[config.mk]
export PLATFORM = sky130hd
export DESIGN_NAME = bram_fifo_arb
export DESIGN_NICKNAME = d
export VERILOG_FILES = /design/src/rtl/bram_fifo_arb.sv
export SDC_FILE = /design/constraint.sdc
export NUM_CORES = 1
export LEC_CHECK = 0
export CORE_AREA = 5 5 82 84
export DETAILED_ROUTE_END_ITERATION = 10
export DIE_AREA = 0 0 87 89
export PLACE_DENSITY = 0.76
export SLEW_MARGIN = 40
export SYNTH_ARGS = -nofsm -noshare
export SYNTH_HDL_FRONTEND = slang
export SYNTH_SLANG_ARGS = --single-unit
[constraint.sdc]
create_clock -name clk -period 3.7 [get_ports clk]
set_input_delay 0.37 -clock clk [delete_from_list [all_inputs] [get_ports clk]]
set_output_delay 0.37 -clock clk [all_outputs]
set_load 0.05 [all_outputs]
[src/rtl/bram_fifo_arb.sv]
`default_nettype none
// +--------------------------------------------------------------------------+
// | Module   : bram_fifo_arb                                                 |
// | Brief    : Byte FIFO controller around an external dual-port RAM (sync   |
// |            write port, async read port). Two producers share the write   |
// |            port under round-robin arbitration; one consumer drains       |
// |            first-word-fall-through data from the async read port.        |
// | Options  : BRAM_FIFO_OVERFLOW_EN adds a sticky overflow output.          |
// | Revision : 1.0 - initial release                                         |
// +--------------------------------------------------------------------------+
module bram_fifo_arb #(
   parameter int ADDR_WIDTH = 11,
   parameter int DATA_WIDTH = 8
) (
   input  logic                  clk,
   input  logic                  reset,
   input  logic                  flush,
   input  logic                  wr0_valid,
   input  logic [DATA_WIDTH-1:0] wr0_data,
   output logic                  wr0_ready,
   input  logic                  wr1_valid,
   input  logic [DATA_WIDTH-1:0] wr1_data,
   output logic                  wr1_ready,
   output logic                  rd_valid,
   output logic [DATA_WIDTH-1:0] rd_data,
   input  logic                  rd_ready,
   output logic [ADDR_WIDTH:0]   count,
   output logic                  ram_we,
   output logic [ADDR_WIDTH-1:0] ram_a,
   output logic [DATA_WIDTH-1:0] ram_di,
   output logic [ADDR_WIDTH-1:0] ram_dpra,
   input  logic [DATA_WIDTH-1:0] ram_dpo
`ifdef BRAM_FIFO_OVERFLOW_EN
   ,
   output logic                  overflow
`endif
);

   localparam logic [ADDR_WIDTH:0]   C_DEPTH   = (ADDR_WIDTH+1)'(1) << ADDR_WIDTH;
   localparam logic [ADDR_WIDTH:0]   C_CNT_ONE = (ADDR_WIDTH+1)'(1);
   localparam logic [ADDR_WIDTH-1:0] C_PTR_ONE = ADDR_WIDTH'(1);

   logic [ADDR_WIDTH-1:0] wr_ptr_q, wr_ptr_d;
   logic [ADDR_WIDTH-1:0] rd_ptr_q, rd_ptr_d;
   logic [ADDR_WIDTH:0]   count_q, count_d;
   logic                  last_grant_q, last_grant_d;

   logic w_full;
   logic w_empty;
   logic w_gnt0;
   logic w_gnt1;
   logic w_push;
   logic w_pop;

   // Round-robin grant, ready generation and RAM port drive.
   // Readies are also gated by reset so an asserted reset blocks writes
   // immediately, without waiting for a clock edge.
   always_comb begin
      w_full    = (count_q == C_DEPTH);
      w_empty   = (count_q == '0);
      w_gnt0    = wr0_valid & (~wr1_valid | last_grant_q);
      w_gnt1    = wr1_valid & (~wr0_valid | ~last_grant_q);
      wr0_ready = w_gnt0 & ~w_full & ~flush & ~reset;
      wr1_ready = w_gnt1 & ~w_full & ~flush & ~reset;
      w_push    = (wr0_valid & wr0_ready) | (wr1_valid & wr1_ready);
      rd_valid  = ~w_empty;
      w_pop     = rd_valid & rd_ready & ~flush;
      rd_data   = ram_dpo;
      count     = count_q;
      ram_we    = w_push;
      ram_a     = wr_ptr_q;
      ram_di    = w_gnt1 ? wr1_data : wr0_data;
      ram_dpra  = rd_ptr_q;
   end

   // Next-state for pointers, occupancy and arbitration history.
   always_comb begin
      wr_ptr_d     = wr_ptr_q;
      rd_ptr_d     = rd_ptr_q;
      count_d      = count_q;
      last_grant_d = last_grant_q;
      if (w_push) begin
         wr_ptr_d     = wr_ptr_q + C_PTR_ONE;
         last_grant_d = w_gnt1;
      end
      if (w_pop) begin
         rd_ptr_d = rd_ptr_q + C_PTR_ONE;
      end
      unique case ({w_push, w_pop})
         2'b10:   count_d = count_q + C_CNT_ONE;
         2'b01:   count_d = count_q - C_CNT_ONE;
         default: count_d = count_q;
      endcase
      // Flush clears occupancy but keeps the arbitration history.
      if (flush) begin
         wr_ptr_d = '0;
         rd_ptr_d = '0;
         count_d  = '0;
      end
   end

   // State registers with asynchronous reset.
   always_ff @(posedge clk or posedge reset) begin
      if (reset) begin
         wr_ptr_q     <= '0;
         rd_ptr_q     <= '0;
         count_q      <= '0;
         last_grant_q <= 1'b1;
      end else begin
         wr_ptr_q     <= wr_ptr_d;
         rd_ptr_q     <= rd_ptr_d;
         count_q      <= count_d;
         last_grant_q <= last_grant_d;
      end
   end

`ifdef BRAM_FIFO_OVERFLOW_EN
   logic overflow_q, overflow_d;

   // Sticky flag: a producer offered data while the FIFO was full.
   always_comb begin
      overflow_d = overflow_q;
      if (flush) begin
         overflow_d = 1'b0;
      end else if ((wr0_valid | wr1_valid) & w_full) begin
         overflow_d = 1'b1;
      end
      overflow = overflow_q;
   end

   // Overflow register with asynchronous reset.
   always_ff @(posedge clk or posedge reset) begin
      if (reset) begin
         overflow_q <= 1'b0;
      end else begin
         overflow_q <= overflow_d;
      end
   end
`endif

endmodule
`default_nettype wire

==> results.py, run 1 <==
metrics = {
    "worst_setup_path": {
        "cp_num_buf_inv": 1,
        "crit_fanout": 8,
        "critical-path-top-delay-family": "simple AND/OR/NAND/NOR gates",
        "cp.required_ns": 3.89,
        "rr_startpoint": "count[10]$_DFFE_PP0P_",
        "crit_type": "reg -> reg",
        "cp-end-kind": "flip-flop",
        "worstSetupStartpoint": "count[10]$_DFFE_PP0P_",
        "r2r_slack_ns": 0.26,
        "worstSetupStartpointType": "flip-flop",
        "cp_cell_sequence": "nor4_4 > nand4_1 > and2_1 > nor3_4 > buf_12 > ha_1 > a211oi_2 > o211ai_1 > a221oi_2 > o21ai_1 > or4b_1 > o311ai_1",
        "worst_path_max_delay_cell": "or4b_1",
        "cp-endpoint": "count[11]$_DFFE_PP0P_",
        "reg2reg_depth": 12,
        "critical_path.max_stage_delay_ns": 0.51,
        "r2r-end": "count[11]$_DFFE_PP0P_",
        "path_depth": 12,
        "critPathArrivalTime_ns": 3.64,
    },
    "route": {
        "via_per_inst": 5.30,
        "dr.pass1.iters": 4,
        "drt_iter0_drc": 84,
        "via_count": 2031,
        "detail-route-antenna-nets": 0,
        "drt-total-wl_mm": 5.56,
        "wl_per_cell_um": 14.5,
        "route.detailed.drc": 0,
    },
    "power_and_ir_drop": {
        "leakage_uw": 0.00128,
        "power_frac_seq": 0.325,
        "p_sw_frac": 0.447,
        "power_density_nw_per_um2": 515,
        "p_int_uw": 921,
        "irDropWorstVdd_mv": 0.282,
        "clkPwrFrac": 0.169,
        "p_sw_uw": 745,
        "fin_total_pwr_uw": 1670,
        "combinationalPowerShare": 0.506,
    },
    "worst_hold_path": {
        "hp-class": "in -> async",
    },
    "die": {
        "fp.coreArea_um2": 5850,
        "die_width_um": 87,
        "io-pin-count": 84,
        "rows": 28,
        "initial_core_util": 0.404,
        "dieArea_um2": 7740,
        "die_y_um": 89,
    },
    "timing": {
        "slew_viol_final": 0,
        "finalSetupViolations": 0,
        "fin_crit_ns": 3.44,
        "worst_pin_slew_ns": 0.524,
        "timing.fmax_mhz": 291,
        "period_share": 0.930,
        "tns_ns": 0,
        "skew_ns": 0.0109,
        "finalHoldViolCount": 0,
        "slew-limit-headroom": 0.651,
        "rsz0062_at_grt": "no",
    },
    "synthesis": {
        "synthTopCellsByArea": "dfrtp_1 (36%), ha_1 (6.4%), xnor2_1 (4.8%)",
        "synth_ff_type": "dfrtp_1",
        "yosysTopAreaCell": "dfrtp_1",
        "syn_inst": 242,
        "synth_warnings": 0,
        "syn-num-nets": 285,
        "syn_area_um2": 2360,
        "syn_avg_cell_area_um2": 9.76,
        "async_flop_share": 1.00,
        "synth_top_area_frac": 0.360,
        "synth_enable_flop_cells": 0,
        "synth.distinct_cells": 52,
        "synth_seq_cells": 35,
        "synth_seq_area_share": 0.371,
    },
    "cells_and_area": {
        "mostFrequentLayoutCells": "clkdlybuf4s50_1 (66), nor2_1 (25), dfrtp_1 (25), nand2_1 (16)",
        "drive_gt1_frac": 0.172,
        "area_growth_pct": 36.9,
        "fill_cells": 525,
        "diodes": 0,
        "regArea_um2": 891,
        "multi_input_area_um2": 1400,
        "final_common_cell": "clkdlybuf4s50_1",
        "fin_nets": 350,
    },
    "global_routing": {
        "antenna_found_initial": 0,
        "grt_pass1_wl_mm": 9.14,
        "grt_pass1_vias": 1982,
        "grt_max_degree": 44,
        "grt-ovfl-total": 0,
        "grt_use_total": 0.149,
    },
    "clock_network": {
        "cts_buffers": 5,
        "path_clk_slew_ns": 0.08,
        "holdBufCountCts": 0,
        "clock_latency_ns": 0.30,
        "cts_sinks": 35,
        "clock-root-buffer": "clkbuf_8",
        "htreeDepth": 2,
        "cts_tree": "done",
        "cts_buffer_depth": 2,
    },
    "placement": {
        "io_buffers": 67,
        "gp_congestion": 0.826,
        "dp_hpwl_mm": 4.25,
    },
    "flow_run": {
        "cap_violations": 0,
    },
    "run_status": {
        "status": "finished clean",
    },
}
==> flip-flops by register name, indices dropped and copies added, names as in the netlist <==
register      cells
ram_a            11
count            12
last_grant_q      1
ram_dpra         11
==> cells in the mapped netlist, types with 2 or more instances <==
master,count
a21o_1,3
o211ai_1,2
and3_1,3
or3_1,4
xnor2_1,13
buf_4,8
mux2_1,4
a211oi_2,4
nand2_1,16
nor2b_1,2
dfrtp_1,34
a221oi_1,2
mux2_2,8
nand4_1,8
nor3_2,3
ha_1,12
buf_6,2
nor2_1,25
nor3_1,9
inv_1,10
xor2_1,13
and2_1,3
clkbuf_1,4
mux2i_1,2
o21ai_0,9
a21oi_1,13
==> power by group through the flow <==
stage               Clock [uW]  Sequential [uW]  Combinational [uW]
global route               307              549                 901
finish                     282              541                 843
global placement             0              545                 828
floorplan                    0              702                 468
detailed placement           0              548                 836
CTS                        292              541                 839
==> logic make-up after synthesis <==
logic type | count (synthesis) | share of synthesized area
mux | 14 | 0.0657
compound gates | 43 | 0.128
buf+inv | 25 | 0.0593
xor+xnor | 27 | 0.108
simple gates | 85 | 0.195
fa+ha+maj | 13 | 0.0720
flops | 35 | 0.371
==> cell type report <==
type | instances | share of cell area
clock buffer | 5 | 0.0213
clock inverter | 3 | 0.00619
inverter | 10 | 0.0116
multi-input combinational | 182 | 0.433
sequential | 35 | 0.275
tap | 75 | 0.0290
timing repair buffer | 73 | 0.224
==> timing repair <==
action / in CTS / in global routing
buffers inserted: 0 / 1
resized for setup: 0 / 1
endpoints found under the hold margin: 0 / 0
setup endpoints to repair: 0 / 2
==> per-layer routing <==
layer,GRT usage,up-vias,share of wire
met3,0.0544,8,0.091
met5,0,-,0
met4,0.0467,0,0.012
li1,-,980,-
met1,0.173,975,0.41
met2,0.257,68,0.48
==> through the flow <==
stage	hold slack, ns	utilization	cells	instance area, um2	worst slack [ns]
global placement	0.523	0.533	374	3120	0.360
detailed placement	0.533	0.533	374	3120	0.239
global route	0.495	0.553	383	3230	0.0752
finish	0.466	0.553	383	3230	0.258
floorplan	0.523	-	242	2420	0.0209
CTS	0.460	0.548	382	3210	0.212
==> worst min path at each step <==
stage                                   startpoint  depth (start not counted)                       end
after floorplan                              reset                          1      count[0]$_DFFE_PP0P_
after global placement    ram_dpra[10]$_DFFE_PP0P_                          2  ram_dpra[10]$_DFFE_PP0P_
after detailed placement  ram_dpra[10]$_DFFE_PP0P_                          2  ram_dpra[10]$_DFFE_PP0P_
after CTS                                    reset                          2  last_grant_q$_DFFE_PP1P_
after global routing                         reset                          2  last_grant_q$_DFFE_PP1P_
final                                        reset                          2  last_grant_q$_DFFE_PP1P_
Power figures use the tool's default switching activity.
==> run 2: changes to the inputs <==
--- a/config.mk
+++ b/config.mk
@@ -5,10 +5,11 @@
 export SDC_FILE = /design/constraint.sdc
 export NUM_CORES = 1
 export LEC_CHECK = 0
-export CORE_AREA = 5 5 82 84
+export CORE_AREA = 5 5 75 77
 export DETAILED_ROUTE_END_ITERATION = 10
-export DIE_AREA = 0 0 87 89
-export PLACE_DENSITY = 0.76
+export DIE_AREA = 0 0 80 82
+export DONT_BUFFER_PORTS = 1
+export PLACE_DENSITY = 0.66
 export SLEW_MARGIN = 40
 export SYNTH_ARGS = -nofsm -noshare
 export SYNTH_HDL_FRONTEND = slang
==> results.py, run 2 (synthesized netlist as in run 1, its figures left out) <==
metrics = {
    "timing": {
        "period_share": 0.918,
        "tns_ns": 0,
        "skew_ns": 0.00381,
        "finalSetupViolations": 0,
        "rsz0062_at_grt": "no",
        "fin_crit_ns": 3.40,
        "finalHoldViolCount": 0,
        "timing.fmax_mhz": 294,
        "worst_pin_slew_ns": 0.876,
        "slew_viol_final": 0,
        "slew-limit-headroom": 0.414,
    },
    "worst_setup_path": {
        "worstSetupStartpoint": "count[10]$_DFFE_PP0P_",
        "cp.required_ns": 3.90,
        "cp_cell_sequence": "nor4_4 > nand4_1 > and2_1 > nor3_4 > buf_4 > ha_1 > a21oi_1 > o211ai_1 > a221oi_2 > o21ai_1 > or4b_1 > o311ai_1",
        "r2r_slack_ns": 0.30,
        "crit_fanout": 5,
        "critical_path.max_stage_delay_ns": 0.52,
        "critPathArrivalTime_ns": 3.59,
        "cp_num_buf_inv": 1,
        "worstSetupStartpointType": "flip-flop",
        "rr_startpoint": "count[10]$_DFFE_PP0P_",
        "critical-path-top-delay-family": "simple AND/OR/NAND/NOR gates",
        "r2r-end": "count[11]$_DFFE_PP0P_",
        "reg2reg_depth": 12,
        "worst_path_max_delay_cell": "or4b_1",
        "cp-end-kind": "flip-flop",
        "crit_type": "reg -> reg",
    },
    "route": {
        "dr.pass1.iters": 4,
        "wl_per_cell_um": 16.1,
        "route.detailed.drc": 0,
        "detail-route-antenna-nets": 0,
        "drt_iter0_drc": 100,
        "via_per_inst": 5.56,
        "via_count": 1800,
        "drt-total-wl_mm": 5.22,
    },
    "die": {
        "fp.coreArea_um2": 4940,
        "die_width_um": 80,
        "initial_core_util": 0.478,
        "rows": 26,
        "io-pin-count": 84,
        "die_y_um": 82,
        "dieArea_um2": 6560,
    },
    "power_and_ir_drop": {
        "leakage_uw": 0.00109,
        "irDropWorstVdd_mv": 0.351,
        "power_density_nw_per_um2": 598,
    },
    "global_routing": {
        "grt_use_total": 0.169,
        "grt_pass1_vias": 1810,
        "grt_max_degree": 46,
        "antenna_found_initial": 0,
        "grt_pass1_wl_mm": 8.57,
        "grt-ovfl-total": 0,
    },
    "cells_and_area": {
        "fill_cells": 466,
        "drive_gt1_frac": 0.252,
        "final_cells": 324,
        "largest_reg_flops": 12,
        "fin_nets": 296,
        "area_growth_pct": 12.3,
        "diodes": 0,
        "mostFrequentLayoutCells": "nor2_1 (25), dfrtp_1 (25), buf_4 (17), nand2_1 (16)",
    },
    "flow_run": {
        "cap_violations": 0,
    },
    "placement": {
        "gp_congestion": 0.775,
        "io_buffers": 0,
        "dp_hpwl_mm": 3.83,
        "dpl.cell_count": 312,
    },
    "clock_network": {
        "clock-root-buffer": "clkbuf_8",
        "clock_latency_ns": 0.29,
        "cts_buffers": 5,
        "cts_buffer_depth": 2,
        "path_clk_slew_ns": 0.07,
        "cts_tree": "done",
        "cts_sinks": 35,
        "htreeDepth": 2,
    },
    "run_status": {
        "status": "finished clean",
    },
    "worst_hold_path": {
        "whs_endpoint": "count[8]$_DFFE_PP0P_",
        "hold_depth": 1,
        "hp-class": "in -> reg",
        "holdCritStartpoint": "flush",
    },
}
## run 2: worst max path at each step
stage,to,cells after the start
after detailed placement,count[11]$_DFFE_PP0P_,11
after global placement,count[11]$_DFFE_PP0P_,11
after CTS,count[11]$_DFFE_PP0P_,11
after global routing,count[11]$_DFFE_PP0P_,12
after floorplan,count[11]$_DFFE_PP0P_,11
final,count[11]$_DFFE_PP0P_,12
## run 2: worst register-to-register path: stages (launching register included)
cell,delay (ns)
dfrtp_2,0.42
nor4_4,0.38
nand4_1,0.22
and2_1,0.28
nor3_4,0.20
buf_4,0.16
ha_1,0.29
a21oi_1,0.19
o211ai_1,0.12
a221oi_2,0.29
o21ai_1,0.15
or4b_1,0.52
o311ai_1,0.08
## run 2: layout make-up
cell class | instances | area (um2) | share of cell area
well taps | 70 | 87.6 | 0.0330
flip-flops and latches | 35 | 891 | 0.336
repair buffers | 18 | 138 | 0.0519
multi-input cells | 183 | 1410 | 0.532
clock buffers | 5 | 68.8 | 0.0259
inverters | 10 | 37.5 | 0.0142
clock inverters | 3 | 20.0 | 0.00755
## run 2: report_power, final
group / internal (uW) / total (uW) / switching, uW
sequential: 445 / 521 / 76.4
clock: 131 / 281 / 150
combinational: 279 / 785 / 506
## run 2: metal layers
layer / wire length, um / track usage / vias to the layer above
li1: - / - / 877
met2: 2470 / 0.278 / 62
met5: 0 / 0 / -
met4: 91 / 0.0541 / 0
met1: 2290 / 0.212 / 853
met3: 369 / 0.0515 / 8
## run 2: repair_timing
action | in CTS | in global routing
setup buffers | 0 | 2
hold endpoints to repair | 7 | 0
endpoints found under the setup margin | 0 | 3
hold buffers | 1 | 0
gates resized for setup | 0 | 1
## run 2: per-stage QoR
stage	instance area, um2	setup WS, ns	util	total power, uW	hold slack (ns)
floorplan	2420	0.0209	-	1170	0.523
global placement	2520	0.271	0.510	1300	0.233
detailed placement	2520	0.162	0.510	1300	0.235
CTS	2620	0.144	0.530	1590	0.119
global route	2650	0.0694	0.536	1680	0.114
finish	2650	0.302	0.536	1590	0.125
